[src/rtl/gmem_fill_pkg.sv]
// Shared constants, FSM state type and address helper for the gmem_fill writer.
package gmem_fill_pkg;

  localparam int unsigned FB_W = 320;
  localparam int unsigned FB_H = 240;

  localparam logic [2:0] REG_CTRL  = 3'd0;
  localparam logic [2:0] REG_POS   = 3'd1;
  localparam logic [2:0] REG_SIZE  = 3'd2;
  localparam logic [2:0] REG_COLOR = 3'd3;
  localparam logic [2:0] REG_PIXEL = 3'd4;

  localparam int unsigned CTRL_START    = 0;
  localparam int unsigned CTRL_CLR_DONE = 1;
  localparam int unsigned CTRL_BUSY     = 0;
  localparam int unsigned CTRL_DONE     = 1;

  typedef enum logic {
    IDLE = 1'b0,
    FILL = 1'b1
  } state_t;

  // y*320 + x as y*256 + y*64 + x
  function automatic logic [16:0] xy_to_addr(input logic [8:0] x, input logic [7:0] y);
    return {1'b0, y, 8'b0} + {3'b0, y, 6'b0} + {8'b0, x};
  endfunction

endpackage

[src/rtl/gmem_fill_engine.sv]
// Rectangle fill engine: clips the request, walks the rectangle one pixel per cycle.
module gmem_fill_engine
  import gmem_fill_pkg::*;
#(
  parameter int unsigned ADDR_W  = 17,
  parameter int unsigned COLOR_W = 8
) (
  input  logic               clk,
  input  logic               rst,
  input  logic               start,
  input  logic [8:0]         x0,
  input  logic [7:0]         y0,
  input  logic [8:0]         w,
  input  logic [7:0]         h,
  input  logic [COLOR_W-1:0] color,
  output logic               busy,
  output logic               done_set,
  output logic               we,
  output logic [ADDR_W-1:0]  addr,
  output logic [COLOR_W-1:0] dat
);

  localparam logic [8:0]        X_LIM    = 9'(FB_W);
  localparam logic [7:0]        Y_LIM    = 8'(FB_H);
  localparam logic [ADDR_W-1:0] ROW_STEP = ADDR_W'(FB_W);

  state_t state, state_next;

  logic [8:0]         col, row, w_eff, h_eff;
  logic [ADDR_W-1:0]  row_base;
  logic [COLOR_W-1:0] fill_color;

  logic [8:0] x_room, w_clip;
  logic [7:0] y_room, h_clip;
  logic       degenerate, last_col, last_row, load;

  always_comb begin
    x_room     = X_LIM - x0;
    y_room     = Y_LIM - y0;
    w_clip     = (w < x_room) ? w : x_room;
    h_clip     = (h < y_room) ? h : y_room;
    // room values are only meaningful once the origin is known to be in range
    degenerate = (x0 >= X_LIM) || (y0 >= Y_LIM) || (w_clip == 9'd0) || (h_clip == 8'd0);
    last_col   = (col == w_eff - 9'd1);
    last_row   = (row == h_eff - 9'd1);
  end

  always_ff @(posedge clk or negedge rst) begin
    if (!rst) state <= IDLE;
    else      state <= state_next;
  end

  always_comb begin
    state_next = state;
    done_set   = 1'b0;
    load       = 1'b0;
    case (state)
      IDLE: begin
        if (start) begin
          if (degenerate) begin
            done_set = 1'b1;
          end else begin
            load       = 1'b1;
            state_next = FILL;
          end
        end
      end
      FILL: begin
        if (last_col && last_row) begin
          done_set   = 1'b1;
          state_next = IDLE;
        end
      end
      default: state_next = IDLE;
    endcase
  end

  always_ff @(posedge clk or negedge rst) begin
    if (!rst) begin
      col        <= '0;
      row        <= '0;
      w_eff      <= '0;
      h_eff      <= '0;
      row_base   <= '0;
      fill_color <= '0;
    end else if (load) begin
      col        <= '0;
      row        <= '0;
      w_eff      <= w_clip;
      h_eff      <= {1'b0, h_clip};
      row_base   <= ADDR_W'(xy_to_addr(x0, y0));
      fill_color <= color;
    end else if (state == FILL) begin
      if (last_col) begin
        col      <= '0;
        row      <= row + 9'd1;
        row_base <= row_base + ROW_STEP;
      end else begin
        col <= col + 9'd1;
      end
    end
  end

  assign busy = (state == FILL);
  assign we   = (state == FILL);
  assign addr = row_base + ADDR_W'(col);
  assign dat  = fill_color;

endmodule

[src/rtl/gmem_fill.sv]
// Bus-slave graphics writer: register file, single-pixel path and gmem write-port mux.
module gmem_fill
  import gmem_fill_pkg::*;
#(
  parameter int unsigned ADDR_W  = 17,
  parameter int unsigned COLOR_W = 8
) (
  input  logic               clk,
  input  logic               rst,
  input  logic               bus_req,
  input  logic               bus_we,
  input  logic [4:0]         bus_addr,
  input  logic [31:0]        bus_dat_i,
  output logic [31:0]        bus_dat_o,
  output logic               bus_ready,
  output logic               gmem_we,
  output logic [ADDR_W-1:0]  gmem_addr,
  output logic [COLOR_W-1:0] gmem_dat,
  output logic               irq_done
);

  localparam logic [8:0] X_LIM = 9'(FB_W);
  localparam logic [7:0] Y_LIM = 8'(FB_H);

  logic [8:0]         pos_x, size_w;
  logic [7:0]         pos_y, size_h;
  logic [COLOR_W-1:0] color;
  logic               done;

  logic               pix_we;
  logic [ADDR_W-1:0]  pix_addr;
  logic [COLOR_W-1:0] pix_dat;

  logic               eng_busy, eng_done_set, eng_we;
  logic [ADDR_W-1:0]  eng_addr;
  logic [COLOR_W-1:0] eng_dat;

  logic [2:0]  sel;
  logic        wr, rd, wr_ctrl, wr_pixel, start, clr_done;
  logic [31:0] rdata;
  logic [8:0]  px;
  logic [7:0]  py;
  logic        unused_addr_lsbs;

  assign sel              = bus_addr[4:2];
  assign unused_addr_lsbs = ^bus_addr[1:0];
  // Only a PIXEL write can collide with the engine on the gmem port, so only it stalls.
  assign bus_ready        = !(bus_req && bus_we && (sel == REG_PIXEL) && eng_busy);
  assign wr               = bus_req && bus_ready && bus_we;
  assign rd               = bus_req && bus_ready && !bus_we;
  assign wr_ctrl          = wr && (sel == REG_CTRL);
  assign wr_pixel         = wr && (sel == REG_PIXEL);
  assign start            = wr_ctrl && bus_dat_i[CTRL_START];
  assign clr_done         = wr_ctrl && bus_dat_i[CTRL_CLR_DONE];
  assign px               = bus_dat_i[8:0];
  assign py               = bus_dat_i[16:9];

  gmem_fill_engine #(
    .ADDR_W  (ADDR_W),
    .COLOR_W (COLOR_W)
  ) u_engine (
    .clk      (clk),
    .rst      (rst),
    .start    (start),
    .x0       (pos_x),
    .y0       (pos_y),
    .w        (size_w),
    .h        (size_h),
    .color    (color),
    .busy     (eng_busy),
    .done_set (eng_done_set),
    .we       (eng_we),
    .addr     (eng_addr),
    .dat      (eng_dat)
  );

  always_comb begin
    rdata = '0;
    case (sel)
      REG_CTRL:  rdata = {30'b0, done, eng_busy};
      REG_POS:   rdata = {8'b0, pos_y, 7'b0, pos_x};
      REG_SIZE:  rdata = {8'b0, size_h, 7'b0, size_w};
      REG_COLOR: rdata = 32'(color);
      default:   rdata = '0;
    endcase
  end

  always_ff @(posedge clk or negedge rst) begin
    if (!rst) begin
      pos_x     <= '0;
      pos_y     <= '0;
      size_w    <= '0;
      size_h    <= '0;
      color     <= '0;
      done      <= 1'b0;
      bus_dat_o <= '0;
      pix_we    <= 1'b0;
      pix_addr  <= '0;
      pix_dat   <= '0;
    end else begin
      bus_dat_o <= rd ? rdata : '0;
      pix_we    <= 1'b0;
      if (wr && (sel == REG_POS)) begin
        pos_x <= bus_dat_i[8:0];
        pos_y <= bus_dat_i[23:16];
      end
      if (wr && (sel == REG_SIZE)) begin
        size_w <= bus_dat_i[8:0];
        size_h <= bus_dat_i[23:16];
      end
      if (wr && (sel == REG_COLOR)) color <= bus_dat_i[COLOR_W-1:0];
      if (wr_pixel) begin
        pix_we   <= (px < X_LIM) && (py < Y_LIM);
        pix_addr <= ADDR_W'(xy_to_addr(px, py));
        pix_dat  <= bus_dat_i[24 +: COLOR_W];
      end
      // set after clear so CLR_DONE+START with an empty rectangle still leaves DONE set
      if (clr_done)     done <= 1'b0;
      if (eng_done_set) done <= 1'b1;
    end
  end

  assign gmem_we   = eng_we || pix_we;
  assign gmem_addr = eng_we ? eng_addr : pix_addr;
  assign gmem_dat  = eng_we ? eng_dat  : pix_dat;
  assign irq_done  = done;

endmodule

[config.mk]
export PLATFORM = sky130hd
export DESIGN_NAME = gmem_fill
export DESIGN_NICKNAME = d
export VERILOG_FILES = /design/src/rtl/gmem_fill_pkg.sv /design/src/rtl/gmem_fill_engine.sv /design/src/rtl/gmem_fill.sv
export SDC_FILE = /design/constraint.sdc
export NUM_CORES = 1
export LEC_CHECK = 0
export BUFFER_PORTS_ARGS = -buffer_cell sky130_fd_sc_hd__buf_4
export CORE_MARGIN = 1
export CORE_UTILIZATION = 54
export DETAILED_ROUTE_END_ITERATION = 10
export GPL_TIMING_DRIVEN = 1
export PLACE_DENSITY = 0.77
export SLEW_MARGIN = 20
export SYNTH_ARGS = -nofsm -noshare
export SYNTH_HDL_FRONTEND = slang
export SYNTH_SLANG_ARGS = --single-unit
[constraint.sdc]
create_clock -name clk -period 3.3 [get_ports clk]
set_input_delay 0.495 -clock clk [delete_from_list [all_inputs] [get_ports clk]]
set_output_delay 0.495 -clock clk [all_outputs]
set_load 0.05 [all_outputs]
# After elaboration in Yosys (flattened, before gate mapping)

Index checks and enable logic that the tools add are counted.

$add $sub $neg: 12
Order comparisons: 6
Eq/ne operators: 6
Muxes and demuxes: 27
Bitwise logic cells: 1
Reduce and logical (&&, ||, !) cells: 28

Operator list:

| cell                                                               | number |
|---|---|
| 24-bit case mux with 4 select lines                                | 1 |
| 17-bit two-way mux                                                 | 4 |
| 9-bit two-way mux                                                  | 7 |
| 17-bit by 9-bit adder with 17-bit output                           | 3 |
| 16-bit by 14-bit adder with 17-bit output                          | 2 |
| 32-bit two-way mux                                                 | 1 |
| 9-bit by 1-bit adder with 9-bit output, second input constant      | 2 |
| 9-bit equality test                                                | 2 |
| 17-bit by 9-bit adder with 17-bit output, second input constant    | 1 |
| 8-bit two-way mux                                                  | 2 |
| 1-bit logical AND                                                  | 15 |
| 1-bit two-way mux                                                  | 10 |
| 9-bit greater-or-equal comparator, second input constant           | 1 |
| 9-bit logical NOT                                                  | 1 |
| 9-bit < comparator                                                 | 1 |
| 9-bit < comparator, second input constant                          | 1 |
| 8-bit by 1-bit subtractor with 9-bit output, second input constant | 1 |
| 9-bit by 1-bit subtractor with 9-bit output, second input constant | 1 |
| 9-bit subtractor, first input constant                             | 1 |
| 8-bit greater-or-equal comparator, second input constant           | 1 |
| 8-bit logical NOT                                                  | 1 |
| 8-bit < comparator                                                 | 1 |
| 8-bit < comparator, second input constant                          | 1 |
| 8-bit subtractor, first input constant                             | 1 |
| other kinds (10)                                                   | 18 |

Register bits: 162
Bits of input ports: 41
Output and inout bits: 60
Logic and storage cells: 97

# Logic depth before layout (Yosys ltp)

Depth in word-level cells: 12
Mapped depth: 17
Depth with buffers taken out: 14

# Hierarchy

From an unflattened synthesis, not the netlist that was laid out.

Cells, all modules: 935
Area total of the unflattened synthesis: 9666.8 um^2

Modules (own cells, without submodules):

| module           | times used | cells each | area an instance (um^2) | sequential area each (um^2) |
|---|---|---|---|---|
| gmem_fill_engine | 1          | 598        | 5285.1                  | 1526.5 |
| gmem_fill        | 1          | 337        | 4381.7                  | 2152.1 |

# Worst setup path after synthesis

OpenSTA, ideal clock, no wires.

Kind: reg-to-reg
Start: register pos_y[0]
End: register u_engine.fill_color[4] (netlist: u_engine.dat[4])
Library setup time: 0.127 ns
Arrival time: 3.496 ns
Required time: 3.173 ns
Slack: -0.324 ns
Cell stages (with the launch flop): 17
Clock period less this slack: 3.624 ns
Path through: dfrtp_1 inv_1 ha_1 nor3b_1 nor2_1 xnor2_1 inv_1 ha_1 nand2_1 nor2_1 a211oi_1 a211oi_2 nor3b_2 and3_1 buf_2 buf_6 mux2_1

Word-level cells in the longest chain between the ends: 8
Elaborated cells on any way between the ends: 11
Those cells by class: add/sub: 1; order compare: 2; mux: 4; reduce/logical: 4

RTL lines:

| what                   | line                   | source |
|---|---|---|
| start, declared        | gmem_fill.sv:26        | `logic [7:0] pos_y, size_h;` |
| start signal, assigned | gmem_fill.sv:105       | `pos_y <= bus_dat_i[23:16];` |
| 8-bit subtractor       | gmem_fill_engine.sv:39 | `y_room = Y_LIM - y0;` |
| 8-bit < comparator     | gmem_fill_engine.sv:41 | `h_clip = (h < y_room) ? h : y_room;` |
| 8-bit two-way mux      | gmem_fill_engine.sv:41 |  |
| 8-bit logical NOT      | gmem_fill_engine.sv:43 | `degenerate = (x0 >= X_LIM) \|\| (y0 >= Y_LIM) \|\| (w_clip == 9'd0) \|\| (h_clip == 8'd0);` |
| 1-bit logical OR (*)   | gmem_fill_engine.sv:43 |  |
| 1-bit two-way mux (*)  | gmem_fill_engine.sv:60 | `if (degenerate) begin` |
| 1-bit two-way mux (*)  | gmem_fill_engine.sv:59 | `if (start) begin` |
| 1-bit two-way mux (*)  | gmem_fill_engine.sv:57 | `case (state)` |
| end signal, assigned   | gmem_fill_engine.sv:92 | `fill_color <= color;` |
| end, declared          | gmem_fill_engine.sv:31 | `logic [COLOR_W-1:0] fill_color;` |

Every way passes the cells marked *; elsewhere a longest branch is shown, timed or not.
A chain may end at the register's enable or synchronous reset.

# Worst setup path in the final report

Start: register pos_x[3]
End: register u_engine.row_base[0]

Word-level cells in the longest chain between the ends: 11
Elaborated cells on any way between the ends: 15
Those cells by class: add/sub: 1; order compare: 2; mux: 5; reduce/logical: 7

RTL lines:

| what                              | line                   | source |
|---|---|---|
| start, declared                   | gmem_fill.sv:25        | `logic [8:0] pos_x, size_w;` |
| start signal, assigned            | gmem_fill.sv:104       | `pos_x <= bus_dat_i[8:0];` |
| 9-bit subtractor                  | gmem_fill_engine.sv:38 | `x_room = X_LIM - x0;` |
| 9-bit < comparator                | gmem_fill_engine.sv:40 | `w_clip = (w < x_room) ? w : x_room;` |
| 9-bit two-way mux                 | gmem_fill_engine.sv:40 |  |
| 9-bit logical NOT                 | gmem_fill_engine.sv:43 |  |
| 1-bit logical OR (*) (2 in a row) | gmem_fill_engine.sv:43 |  |
| 1-bit two-way mux (*)             | gmem_fill_engine.sv:60 |  |
| 1-bit two-way mux (*)             | gmem_fill_engine.sv:59 |  |
| 1-bit two-way mux (*)             | gmem_fill_engine.sv:57 |  |
| 2-bit nonzero test (no line)      | --                     |  |
| 2-bit AND reduction (no line)     | --                     |  |
| end signal, assigned              | gmem_fill_engine.sv:91 | `row_base <= ADDR_W'(xy_to_addr(x0, y0));` |
| end signal, assigned              | gmem_fill_engine.sv:97 | `row_base <= row_base + ROW_STEP;` |
| end, declared                     | gmem_fill_engine.sv:30 | `logic [ADDR_W-1:0] row_base;` |

Marked as above.

==> impl_metrics.py <==
metrics = {
    "power": {
        "ir_drop_v": 0.0005130,
        "leakagePower_uw": 0.005410,
        "power_density_nw_per_um2": 832.7,
    },
    "sta": {
        "fin_crit_ns": 3.511,
        "worst_clock_skew_ns": 0.004946,
        "fmax_ghz": 0.2849,
        "whs_ns": 0.07860,
        "slew_headroom_pct": 47.55,
        "fin_ws_ns": -0.2106,
        "finalHoldViolations": 0,
        "finalSetupTns_ns": -7.538,
        "slew_viol_final": 0,
        "rsz0062_at_grt": "true",
        "setup_violations": 62,
        "worst_slew_pin_slew_ns": 0.7838,
        "min_period_over_period_pct": 106.4,
    },
    "final_layout": {
        "num_antenna_cells": 0,
        "post_route_cells_drive_above_1_share_pct": 34.14,
        "multiInputGateArea_sq_um": 5788,
        "fin_area_sq_um": 11930,
        "areaGrowthSynthToFinish_pct": 27.32,
        "mostFrequentLayoutCells": "buf_4, dfrtp_1, mux2_2",
        "final_core_util_pct": 71.15,
        "final_common_cell": "buf_4",
        "fill_cells": 1134,
        "area.sequential_sq_um": 3682,
        "finalNetCount": 1166,
        "fin_cells": 1292,
    },
    "clock_tree": {
        "postCtsHoldBufs": 0,
        "clkSinkCount": 147,
        "cts_buffers": 17,
        "htreeDepth": 4,
        "path_clk_slew_ns": 0.07,
        "cts-root-buf": "clkbuf_16",
        "cts_tree": "done",
        "clk_path_buf_depth": 2,
        "insertion_delay_ns": 0.43,
    },
    "yosys": {
        "synth_edf_count": 0,
        "yosys_warnings": 0,
        "async_reset_ff_share_pct": 100.0,
        "synth_seq_cells": 147,
        "yosysSeqAreaShare_pct": 39.27,
        "ys.flop_type": "dfrtp_1",
        "ys_types": 71,
        "synth.avg_cell_area_sq_um": 10.32,
        "syn-instance-count": 908,
        "syn_area_sq_um": 9366,
    },
    "grt": {
        "met1_usage_pct": 36.66,
        "grt_use_total_pct": 28.75,
        "met2_usage_pct": 48.96,
        "gr-usage-met3_pct": 5.099,
        "grt_pass1_vias": 7841,
        "grt.overflow.total": 0,
        "busiest_layer": "met2",
        "grt_max_degree": 72,
        "antenna_found_initial": 0,
        "grt_pass1_wl_mm": 39.87,
    },
    "place": {
        "dpl.cell_count": 1231,
        "post_dp_cell_area_sq_um": 10580,
        "place_congestion": 0.8707,
        "place.port_buffers": 83,
        "hpwl_mm": 17.29,
    },
    "die": {
        "dieArea_sq_um": 17880,
        "fp.dieH_microns": 133.7,
        "num_io_pins": 101,
        "fp.coreArea_sq_um": 16760,
        "start_util_pct": 55.89,
        "die_x_microns": 133.7,
        "rows": 47,
    },
    "routing": {
        "wire_per_inst_microns": 20.48,
        "via_count": 7955,
        "viasPerCell": 6.157,
        "drt_wl_total_mm": 26.46,
        "drcViolationCount": 0,
        "drt.antenna.violating_nets": 0,
        "drt-initial-drc-count": 541,
        "firstDrtPassIters": 5,
    },
    "critical_path": {
        "endpoint_kind": "register",
        "cp_max_fo": 6,
        "rrSetupSlack_ns": -0.21,
        "crit_required_ns": 3.61,
        "regToRegEndpoint": "u_engine.row_base[0]$_DFFE_PN0P_",
        "cp_data_arrival_time_ns": 3.82,
        "reg2reg_from": "pos_x[3]$_DFFE_PN0P_",
        "cp_slowest_cell": "dfrtp_1",
        "slowest_delay_ns": 0.41,
        "timing.setup.critical_path_class": "reg -> reg",
        "worstRegToRegCells": 13,
        "crit_chain": "nor3_4 > buf_4 > nand3b_1 > xnor2_1 > inv_1 > ha_4 > o2111ai_4 > o31ai_4 > a211oi_2 > a41oi_4 > and3_4 > clkbuf_16 > mux2_4",
        "cp-start-kind": "register",
    },
    "outcome": {
        "status": "finished with violations",
        "violations": "setup timing",
    },
    "worst_hold_path": {
        "hold_class": "in -> async",
    },
    "flow_run": {
        "maxCapViolCount": 0,
    },
}
==> synth_stat cells (4+ instances only) <==
| cell | instances | area share [%] |
|---|---|---|
| a2111oi_0 | 4 | 0.37 |
| a211oi_1 | 8 | 0.64 |
| a21o_1 | 16 | 1.3 |
| a21oi_1 | 44 | 2.4 |
| a22oi_1 | 15 | 1.2 |
| a31oi_1 | 10 | 0.67 |
| and3_1 | 13 | 0.87 |
| buf_4 | 15 | 1.2 |
| buf_6 | 5 | 0.60 |
| clkbuf_1 | 26 | 1.0 |
| dfrtp_1 | 147 | 39 |
| fa_1 | 5 | 1.1 |
| ha_1 | 61 | 8.1 |
| inv_1 | 33 | 1.3 |
| mux2_2 | 91 | 11 |
| mux2i_1 | 25 | 2.7 |
| nand2_1 | 52 | 2.1 |
| nand3_1 | 28 | 1.5 |
| nand3b_1 | 5 | 0.40 |
| nand4_1 | 13 | 0.87 |
| nor2_1 | 49 | 2.0 |
| nor2b_1 | 13 | 0.87 |
| nor3_1 | 17 | 0.91 |
| nor3b_1 | 6 | 0.48 |
| nor4_1 | 7 | 0.47 |
| o21a_1 | 4 | 0.32 |
| o21ai_0 | 42 | 2.2 |
| o22ai_1 | 4 | 0.27 |
| o31ai_1 | 9 | 0.72 |
| or2_2 | 6 | 0.40 |
| or3_1 | 4 | 0.27 |
| or4_1 | 5 | 0.40 |
| xnor2_1 | 40 | 3.7 |
| xor2_1 | 28 | 2.6 |
==> repair_timing <==
item,4_1_cts,5_1_grt
gates cloned,1,2
resized for setup,31,72
setup endpoints to repair,50,69
setup buffers,9,18
pin swaps,20,36
==> final cells by class <==
class | count | share of cell area (%)
multi-input cells | 689 | 48.54
flip-flops and latches | 147 | 30.88
repair buffers | 170 | 12.20
clock buffers | 18 | 3.599
well taps | 220 | 2.308
clock inverters | 14 | 1.406
inverters | 34 | 1.070
==> kinds of logic after synthesis <==
| kind of cell | after synthesis | synth area share (%) |
|---|---|---|
| AO/OA/AOI/OAI | 184 | 12.93 |
| XOR/XNOR | 69 | 6.599 |
| adder cells (fa/ha/maj) | 66 | 9.217 |
| buffers and inverters | 86 | 4.488 |
| flip-flops | 147 | 39.27 |
| multiplexers | 122 | 14.61 |
| other | 1 | 0.04004 |
| AND/OR/NAND/NOR | 233 | 12.84 |
==> routing by layer <==
layer / share of wire [%] / routed length, microns
met1: 41 / 10810
met2: 50 / 13230
met3: 5.6 / 1471
met4: 3.6 / 945
met5: 0 / 0
==> flip-flops by register name, indices dropped and copies added, names as in the netlist, 8 cells and up <==
| register | count |
|---|---|
| bus_dat_o | 17 |
| color | 8 |
| pix_addr | 17 |
| pix_dat | 8 |
| pos_x | 9 |
| pos_y | 8 |
| size_h | 8 |
| size_w | 9 |
| u_engine.col | 9 |
| u_engine.dat | 8 |
| u_engine.h_eff | 8 |
| u_engine.row | 9 |
| u_engine.row_base | 17 |
| u_engine.w_eff | 9 |
==> report_power, final <==
group	switching, uW	leakage, uW	internal [uW]
Combinational	2820	0.00328	2190
Sequential	638	0.00183	2280
Clock	860	0.000293	1150
==> through the flow <==
step | total power (uW) | setup slack, ns
global placement | 7095 | 0.003981
floorplan | 5884 | -0.02518
finish | 9930 | -0.2106
CTS | 9431 | -0.08057
detailed placement | 7216 | -0.06317
global route | 10440 | -0.3160
==> worst max-delay path by stage <==
stage	startpoint	endpoint	slack (ns)
3_5_place_dp	pos_x[3]$_DFFE_PN0P_	u_engine.dat[6]$_DFFE_PN0P_	-0.06
4_1_cts	u_engine.col[0]$_DFFE_PN0P_	gmem_addr[14]	-0.08
3_3_place_gp	pos_x[3]$_DFFE_PN0P_	u_engine.dat[3]$_DFFE_PN0P_	0.004
5_1_grt	pos_x[3]$_DFFE_PN0P_	u_engine.row_base[5]$_DFFE_PN0P_	-0.32
6_report	pos_x[3]$_DFFE_PN0P_	u_engine.row_base[0]$_DFFE_PN0P_	-0.21
2_1_floorplan	pos_y[0]$_DFFE_PN0P_	u_engine.dat[4]$_DFFE_PN0P_	-0.03
==> worst max-delay path: cells and delay by family (launching register included) <==
kind / cells / cell delay [ns]
AO/OA/AOI/OAI: 4 / 0.84
AND/OR/NAND/NOR: 3 / 0.73
buffers and inverters: 3 / 0.50
flip-flops: 1 / 0.41
adder cells (fa/ha/maj): 1 / 0.34
multiplexers: 1 / 0.30
XOR/XNOR: 1 / 0.24
No activity file was read; power rests on OpenSTA's default activity.
